File: src/rtl/mem_access_unit.sv
// Memory access sequencer: turns byte-addressed LW/LH/LB/SW/SH/SB requests into
// word transactions on a synchronous 32-bit memory, with RMW for sub-word stores.
module mem_access_unit (
   input  logic        clk,
   input  logic        reset,
   input  logic        start,
   input  logic [2:0]  op,
   input  logic [31:0] addr,
   input  logic [31:0] wdata,
   input  logic [31:0] mem_rdata,
   output logic [31:0] mem_addr,
   output logic        mem_wr,
   output logic [31:0] mem_wdata,
   output logic [31:0] rdata,
   output logic        busy,
   output logic        done,
   output logic        misalign
);

   typedef enum logic [2:0] {
      S_IDLE, S_READ, S_CAPTURE, S_WRITE, S_DONE, S_ERR
   } state_t;

   typedef enum logic [2:0] {
      OP_LW = 3'b000, OP_LH = 3'b001, OP_LB = 3'b010,
      OP_SW = 3'b011, OP_SH = 3'b100, OP_SB = 3'b101
   } op_t;

   state_t      r_state, w_next;
   logic [2:0]  r_op;
   logic [31:0] r_addr;
   logic [31:0] r_wdata;
   logic [31:0] r_word;
   logic [31:0] w_load;
   logic [31:0] w_merged;
   logic        w_mis;
   logic        w_inv;
   logic        w_subst;

   always_comb begin
      w_mis = 1'b0;
      w_inv = 1'b0;
      case (op_t'(op))
         OP_LW, OP_SW: w_mis = (addr[1:0] != 2'b00);
         OP_LH, OP_SH: w_mis = addr[0];
         OP_LB, OP_SB: w_mis = 1'b0;
         default:      w_inv = 1'b1;
      endcase
   end

   assign w_subst = (op_t'(r_op) == OP_SH) || (op_t'(r_op) == OP_SB);

   always_comb begin
      w_next = r_state;
      case (r_state)
         S_IDLE: begin
            if (start) begin
               if (w_mis)                     w_next = S_ERR;
               else if (w_inv)                w_next = S_DONE;
               else if (op_t'(op) == OP_SW)   w_next = S_WRITE;
               else                           w_next = S_READ;
            end
         end
         S_READ:    w_next = S_CAPTURE;
         S_CAPTURE: w_next = w_subst ? S_WRITE : S_DONE;
         S_WRITE:   w_next = S_DONE;
         S_DONE:    w_next = S_IDLE;
         S_ERR:     w_next = S_IDLE;
         default:   w_next = S_IDLE;
      endcase
   end

   always_comb begin
      w_load = mem_rdata;
      case (op_t'(r_op))
         OP_LH:   w_load = {16'h0000, r_addr[1] ? mem_rdata[31:16] : mem_rdata[15:0]};
         OP_LB:   w_load = {24'h000000, mem_rdata[{r_addr[1:0], 3'b000} +: 8]};
         default: w_load = mem_rdata;
      endcase
   end

   always_comb begin
      w_merged = mem_rdata;
      if (op_t'(r_op) == OP_SH)
         w_merged[{r_addr[1], 4'b0000} +: 16] = r_wdata[15:0];
      else if (op_t'(r_op) == OP_SB)
         w_merged[{r_addr[1:0], 3'b000} +: 8] = r_wdata[7:0];
   end

   always_ff @(posedge clk) begin
      if (reset) begin
         r_state <= S_IDLE;
         r_op    <= '0;
         r_addr  <= '0;
         r_wdata <= '0;
         r_word  <= '0;
         rdata   <= '0;
      end else begin
         r_state <= w_next;
         if (r_state == S_IDLE && start) begin
            r_op    <= op;
            r_addr  <= addr;
            r_wdata <= wdata;
         end
         if (r_state == S_CAPTURE) begin
            r_word <= w_merged;
            if (!w_subst)
               rdata <= w_load;
         end
      end
   end

   assign mem_addr  = {r_addr[31:2], 2'b00};
   // Reset gates the write strobe so a reset landing in WRITE leaves memory untouched.
   assign mem_wr    = (r_state == S_WRITE) && !reset;
   assign mem_wdata = (op_t'(r_op) == OP_SW) ? r_wdata : r_word;
   assign busy      = (r_state != S_IDLE);
   assign done      = (r_state == S_DONE) || (r_state == S_ERR);
   assign misalign  = (r_state == S_ERR);

endmodule
File: config.mk
export PLATFORM = sky130hd
export DESIGN_NAME = mem_access_unit
export DESIGN_NICKNAME = d
export VERILOG_FILES = /design/src/rtl/mem_access_unit.sv
export SDC_FILE = /design/constraint.sdc
export NUM_CORES = 1
export LEC_CHECK = 0
export BUFFER_PORTS_ARGS = -buffer_cell sky130_fd_sc_hd__buf_2
export CAP_MARGIN = 25
export CORE_ASPECT_RATIO = 1.2
export CORE_MARGIN = 5
export CORE_UTILIZATION = 40
export DETAILED_ROUTE_END_ITERATION = 10
export PLACE_DENSITY_LB_ADDON = 0.12
export SYNTH_ARGS = -nofsm -noshare
export SYNTH_HDL_FRONTEND = slang
export SYNTH_SLANG_ARGS = --single-unit
File: constraint.sdc
create_clock -name clk -period 2.8 [get_ports clk]
set_input_delay 0.14 -clock clk [delete_from_list [all_inputs] [get_ports clk]]
set_output_delay 0.14 -clock clk [all_outputs]
set_load 0.01 [all_outputs]
==> results.json, run 1 <==
{
  "fin_crit_sh_pct": 83.3,
  "postRouteAntennaNets": 0,
  "p_per_area_nw_per_um2": 574,
  "place_hpwl_mm": 16.1,
  "worst_pin_slew_ns": 0.860,
  "grt_max_degree": 81,
  "synth-edff-count": 0,
  "nNetsFinal": 1127,
  "crit_path_start": "r_op[0]$_SDFFE_PP0P_",
  "initial_core_util_pct": 40.6,
  "post-route-min-period_ns": 2.33,
  "cp.arrival_ns": 2.19,
  "slew-limit-headroom_pct": 42.7,
  "dp_slack_ns": 0.637,
  "required_ns": 2.66,
  "drv_slew": 0,
  "synth_cells": 807,
  "drt_first_pass_iters": 5,
  "max_freq_ghz": 0.429,
  "routabilityCongestion": 0.862,
  "hold_class": "in2reg",
  "yosysUniqueCellTypes": 46,
  "core_sq_um": 16800,
  "std_cell_rows": 52,
  "grt-ovfl-total": 0,
  "slowest_delay_ns": 0.67,
  "numPortBuffers": 199,
  "area_delta_synth_final_pct": 31.4,
  "synthFlopType": "dfxtp_1",
  "clkLatencyLatePin_ns": 0.42,
  "synth_seq_area_share_pct": 39.3,
  "clk_pin_slew_worst_paths_ns": 0.06,
  "drc": 0,
  "via_per_inst": 5.43,
  "fin_setup_tns_ns": 0,
  "htree_num_levels": 4,
  "routed_wl_mm": 23.4,
  "crit_fanout": 21,
  "num_vias": 6779,
  "yosys-top-cells-area": "dfxtp_1 39%, nand2_1 8.3%, mux2i_1 6.3%",
  "ys_top_cells_by_count": "150 x nand2_1, 134 x dfxtp_1, 70 x a21oi_1, 69 x nor2_1, 43 x mux2i_1",
  "root_buffer": "clkbuf_16",
  "critical-path-slowest-cell": "dfxtp_1",
  "gr-usage-all-layers_pct": 23.6,
  "dieArea_sq_um": 19800,
  "status": "finished clean",
  "drive_gt1_share_pct": 28.3,
  "timing.final.hold_violations": 0,
  "die_x_um": 129,
  "drv_cap": 0,
  "whs_ns": 0.0142,
  "synth_top_cell_by_area": "dfxtp_1",
  "n_antenna_cell": 0,
  "worst_slack_ns": 0.468,
  "ys.warnings.count": 0,
  "ir_drop_uv": 396,
  "cts_max_path_buffers": 2,
  "post-place-cells": 1152,
  "grt_pass1_vias": 6726,
  "fin_worst_skew_ns": 0.00846,
  "ys_seq_elements": 134,
  "layoutNonFillerInstCount": 1248,
  "crit_type": "reg2out",
  "cp_top_family": "flip-flops",
  "rsz0062_at_grt": "no",
  "wl_per_cell_um": 18.8,
  "cts_buffers": 17,
  "startpoint_type": "flip-flop",
  "critPathCaptureType": "output pin",
  "die_h_um": 153,
  "synth_most_common_cell": "nand2_1",
  "hold_path_startpoint": "op[2]",
  "leakage_nw": 3.87,
  "cp_num_buf_inv": 2,
  "antenna_found_initial": 0,
  "cts_setup_buffers": 0,
  "setup_viol": 0,
  "cts_tree": "done",
  "cts.sinks": 134,
  "grt_pass1_wl_mm": 36.8,
  "syn-cell-area_sq_um": 6820,
  "first_iter_violations": 442,
  "crit_chain": "nor2b_1 -> nand2_1 -> buf_4 -> mux2_2 -> buf_2",
  "async_reset_ff_share_pct": 0,
  "syn_avg_cell_area_sq_um": 8.45,
  "ios": 202,
  "synth_top_area_share_pct": 39.3,
  "rr_startpoint": "r_addr[1]$_SDFFE_PP0P_"
}
-- repair_timing --
action | CTS | global route
gates resized for setup | 0 | 0
endpoints found under the setup margin | 0 | 0
hold buffers | 65 | 0
hold endpoints to repair | 65 | 0
-- worst paths after layout --
check | endpoint | slack [ns] | cells after the start
hold / removal | r_op[2]$_SDFFE_PP0P_ | 0.01 | 3
hold reg to reg | r_addr[13]$_SDFFE_PP0P_ | 0.45 | 2
setup reg to reg | r_word[9]$_SDFFE_PP0N_ | 0.57 | 6
setup / recovery | mem_wdata[0] | 0.47 | 5
-- state kept, by name, indices dropped and copies added (netlist names) --
name / cells
r_addr: 32
r_wdata: 32
r_word: 32
rdata: 32
r_op: 3
r_state: 3
-- final cells by class --
class	instances	area, sq um
clock inverters	9	77.6
multi-input cells	576	3600
fillers	1627	7830
repair buffers	285	1830
clock buffers	22	474
flip-flops and latches	134	2680
inverters	6	22.5
well taps	216	270
-- power breakdown --
group          internal [W]  switching, W  total [W]
Clock               0.00128      0.000818    0.00210
Combinational      0.000392      0.000504   0.000896
Sequential          0.00203      0.000123    0.00215
-- tightest hold or removal path, cell delays in order --
cell,delay [ns]
buf_2,0.13
nand2_1,0.06
a21oi_1,0.05
-- per-layer routing --
layer | routed length, um | part of all wire [%] | up-vias | global-route usage (%)
li1 | - | - | 3299 | -
met1 | 10100 | 43 | 3202 | 30.4
met2 | 10900 | 47 | 229 | 37.3
met3 | 1480 | 6.3 | 49 | 5.86
met4 | 856 | 3.7 | 0 | 10.0
met5 | 0 | 0 | - | 0
-- cell usage in the layout, fill, tap and decap left out, types with 17 or more instances in the layout --
cell           netlist  final
buf_2               29    198
buf_4               36     20
a22oi_1             17     17
clkbuf_16            0     17
mux2i_1             43     43
a21oi_1             70     70
a2111oi_0           33     33
nor2_1              69     69
and3_1              33     33
dfxtp_1            134    133
a211oi_1            32     32
dlygate4sd3_1        0     65
nand2_1            150    149
mux2_2              32     32
-- cell families after synthesis --
logic type	synth area share (%)
buffers and inverters	8.02
AND/OR/NAND/NOR	19.8
other	0.0550
multiplexers	11.6
flip-flops	39.3
AO/OA/AOI/OAI	20.2
adder cells (fa/ha/maj)	0.918
-- metrics by stage --
stage / power, W / cell area (sq um) / util [%]
after detailed placement: 0.00302 / 7750 / 46.2
after CTS: 0.00519 / 8960 / 53.4
after global placement: 0.00301 / 7750 / 46.2
after floorplan: 0.00270 / 6820 / -
final: 0.00514 / 8960 / 53.4
after global routing: 0.00539 / 8960 / 53.4
(Power assumes the default switching activity.)
==> run 2: changes to the inputs <==
Clock period 2.8 ns to 2.43 ns, I/O delays scaled along.
==> results.json, run 2 (synthesized netlist as in run 1, its figures left out) <==
{
  "status": "finished clean",
  "dieArea_sq_um": 19800,
  "routabilityCongestion": 0.893,
  "drv_cap": 0,
  "die_x_um": 129,
  "numPortBuffers": 199,
  "cts_max_path_buffers": 2,
  "wl_per_cell_um": 19.1,
  "clkLatencyLatePin_ns": 0.42,
  "die_h_um": 153,
  "htree_num_levels": 4,
  "grt_max_degree": 52,
  "fin_crit_sh_pct": 88.8,
  "grt_pass1_wl_mm": 37.2,
  "cp_top_family": "flip-flops",
  "drv_slew": 0,
  "core_sq_um": 16800,
  "nNetsFinal": 1135,
  "worst_slack_ns": 0.273,
  "std_cell_rows": 52,
  "grt_pass1_vias": 6675,
  "area_delta_synth_final_pct": 32.0,
  "startpoint_type": "flip-flop",
  "post-route-min-period_ns": 2.16,
  "critical-path-slowest-cell": "dfxtp_1",
  "drc": 0,
  "grt-ovfl-total": 0,
  "place_hpwl_mm": 16.6,
  "ir_drop_uv": 452,
  "n_antenna_cell": 0,
  "cts_resized": 0,
  "num_vias": 6785,
  "slowest_delay_ns": 0.71,
  "critPathCaptureType": "output pin",
  "cts_buffers": 17,
  "first_iter_violations": 448,
  "rsz0062_at_grt": "no",
  "drive_gt1_share_pct": 28.6,
  "cp_num_buf_inv": 2,
  "leakage_nw": 3.91,
  "drt_first_pass_iters": 6,
  "cts_setup_buffers": 0,
  "setup_viol": 0,
  "worst_pin_slew_ns": 0.721,
  "cts.sinks": 134,
  "dp_slack_ns": 0.464,
  "cts_tree": "done",
  "gr-usage-all-layers_pct": 23.8,
  "timing.final.hold_violations": 0,
  "slew-limit-headroom_pct": 51.9,
  "cp.arrival_ns": 2.04,
  "crit_fanout": 19,
  "via_per_inst": 5.40,
  "fin_worst_skew_ns": 0.00906,
  "antenna_found_initial": 0,
  "mostFrequentLayoutCell": "buf_2",
  "root_buffer": "clkbuf_16",
  "clk_pin_slew_worst_paths_ns": 0.05,
  "hold_class": "in2reg",
  "fin_util_pct": 53.6,
  "required_ns": 2.31,
  "final_cell_mix": "198 x buf_2, 149 x nand2_1, 133 x dfxtp_1",
  "routed_wl_mm": 23.9,
  "p_per_area_nw_per_um2": 659,
  "crit_type": "reg2out",
  "crit_chain": "nand2_1 -> buf_4 -> mux2_2 -> buf_2",
  "initial_core_util_pct": 40.6,
  "postRouteAntennaNets": 0,
  "ios": 202,
  "max_freq_ghz": 0.464,
  "fin_setup_tns_ns": 0
}
[run 2: final timing paths]
check                                        startpoint                       to  slack (ns)  cells after the start
worst max-delay path               r_op[1]$_SDFFE_PP0P_            mem_wdata[30]        0.27                      4
worst max register to register     r_op[1]$_SDFFE_PP0P_   rdata[14]$_SDFFE_PP0P_        0.40                      4
worst min register to register  r_addr[14]$_SDFFE_PP0P_  r_addr[14]$_SDFFE_PP0P_        0.45                      2
worst min-delay path                      mem_rdata[12]   rdata[12]$_SDFFE_PP0P_        0.02                      2
[run 2: stage by stage]
stage | power (W) | cell area, sq um | cells | hold slack [ns]
CTS | 0.00598 | 9000 | 1256 | 0.00538
global route | 0.00620 | 9000 | 1256 | 0.00964
floorplan | 0.00311 | 6820 | 808 | 0.257
global placement | 0.00348 | 7790 | 1158 | 0.362
finish | 0.00593 | 9000 | 1256 | 0.0238
detailed placement | 0.00348 | 7790 | 1158 | 0.368
[run 2: timing repair]
action | in CTS | in global routing
hold buffers | 67 | 0
endpoints found under the hold margin | 67 | 0
setup endpoints to repair | 0 | 0
[run 2: worst register-to-register path, stage by stage, from the launching register on]
cell and delay, ns:
dfxtp_1 0.71, o21ai_0 0.22, a21oi_2 0.17, nor2b_1 0.60, a221o_1 0.27
[run 2: metal layers]
layer	part of all wire, %	up-vias	wire, um	global-route usage [%]
met4	3.8	0	913	10.1
met2	46	258	11000	37.8
met3	7.7	50	1850	6.00
met1	42	3159	10200	30.6
li1	-	3318	-	-
met5	0	-	0	0
[run 2: final cells by class]
class | count | area, sq um
Timing Repair Buffer | 293 | 1880
Clock inverter | 9 | 78.8
Sequential cell | 134 | 2680
Multi-Input combinational cell | 576 | 3600
Clock buffer | 22 | 464
Tap cell | 216 | 270
Fill cell | 1629 | 7790
Inverter | 6 | 22.5
[run 2: power breakdown]
group          internal [W]  leakage (nW)  switching (W)  total, W
logic              0.000457          2.55       0.000599   0.00106
registers           0.00234          1.09       0.000130   0.00247
clock network       0.00145         0.266       0.000959   0.00241
total               0.00424          3.91        0.00169   0.00593
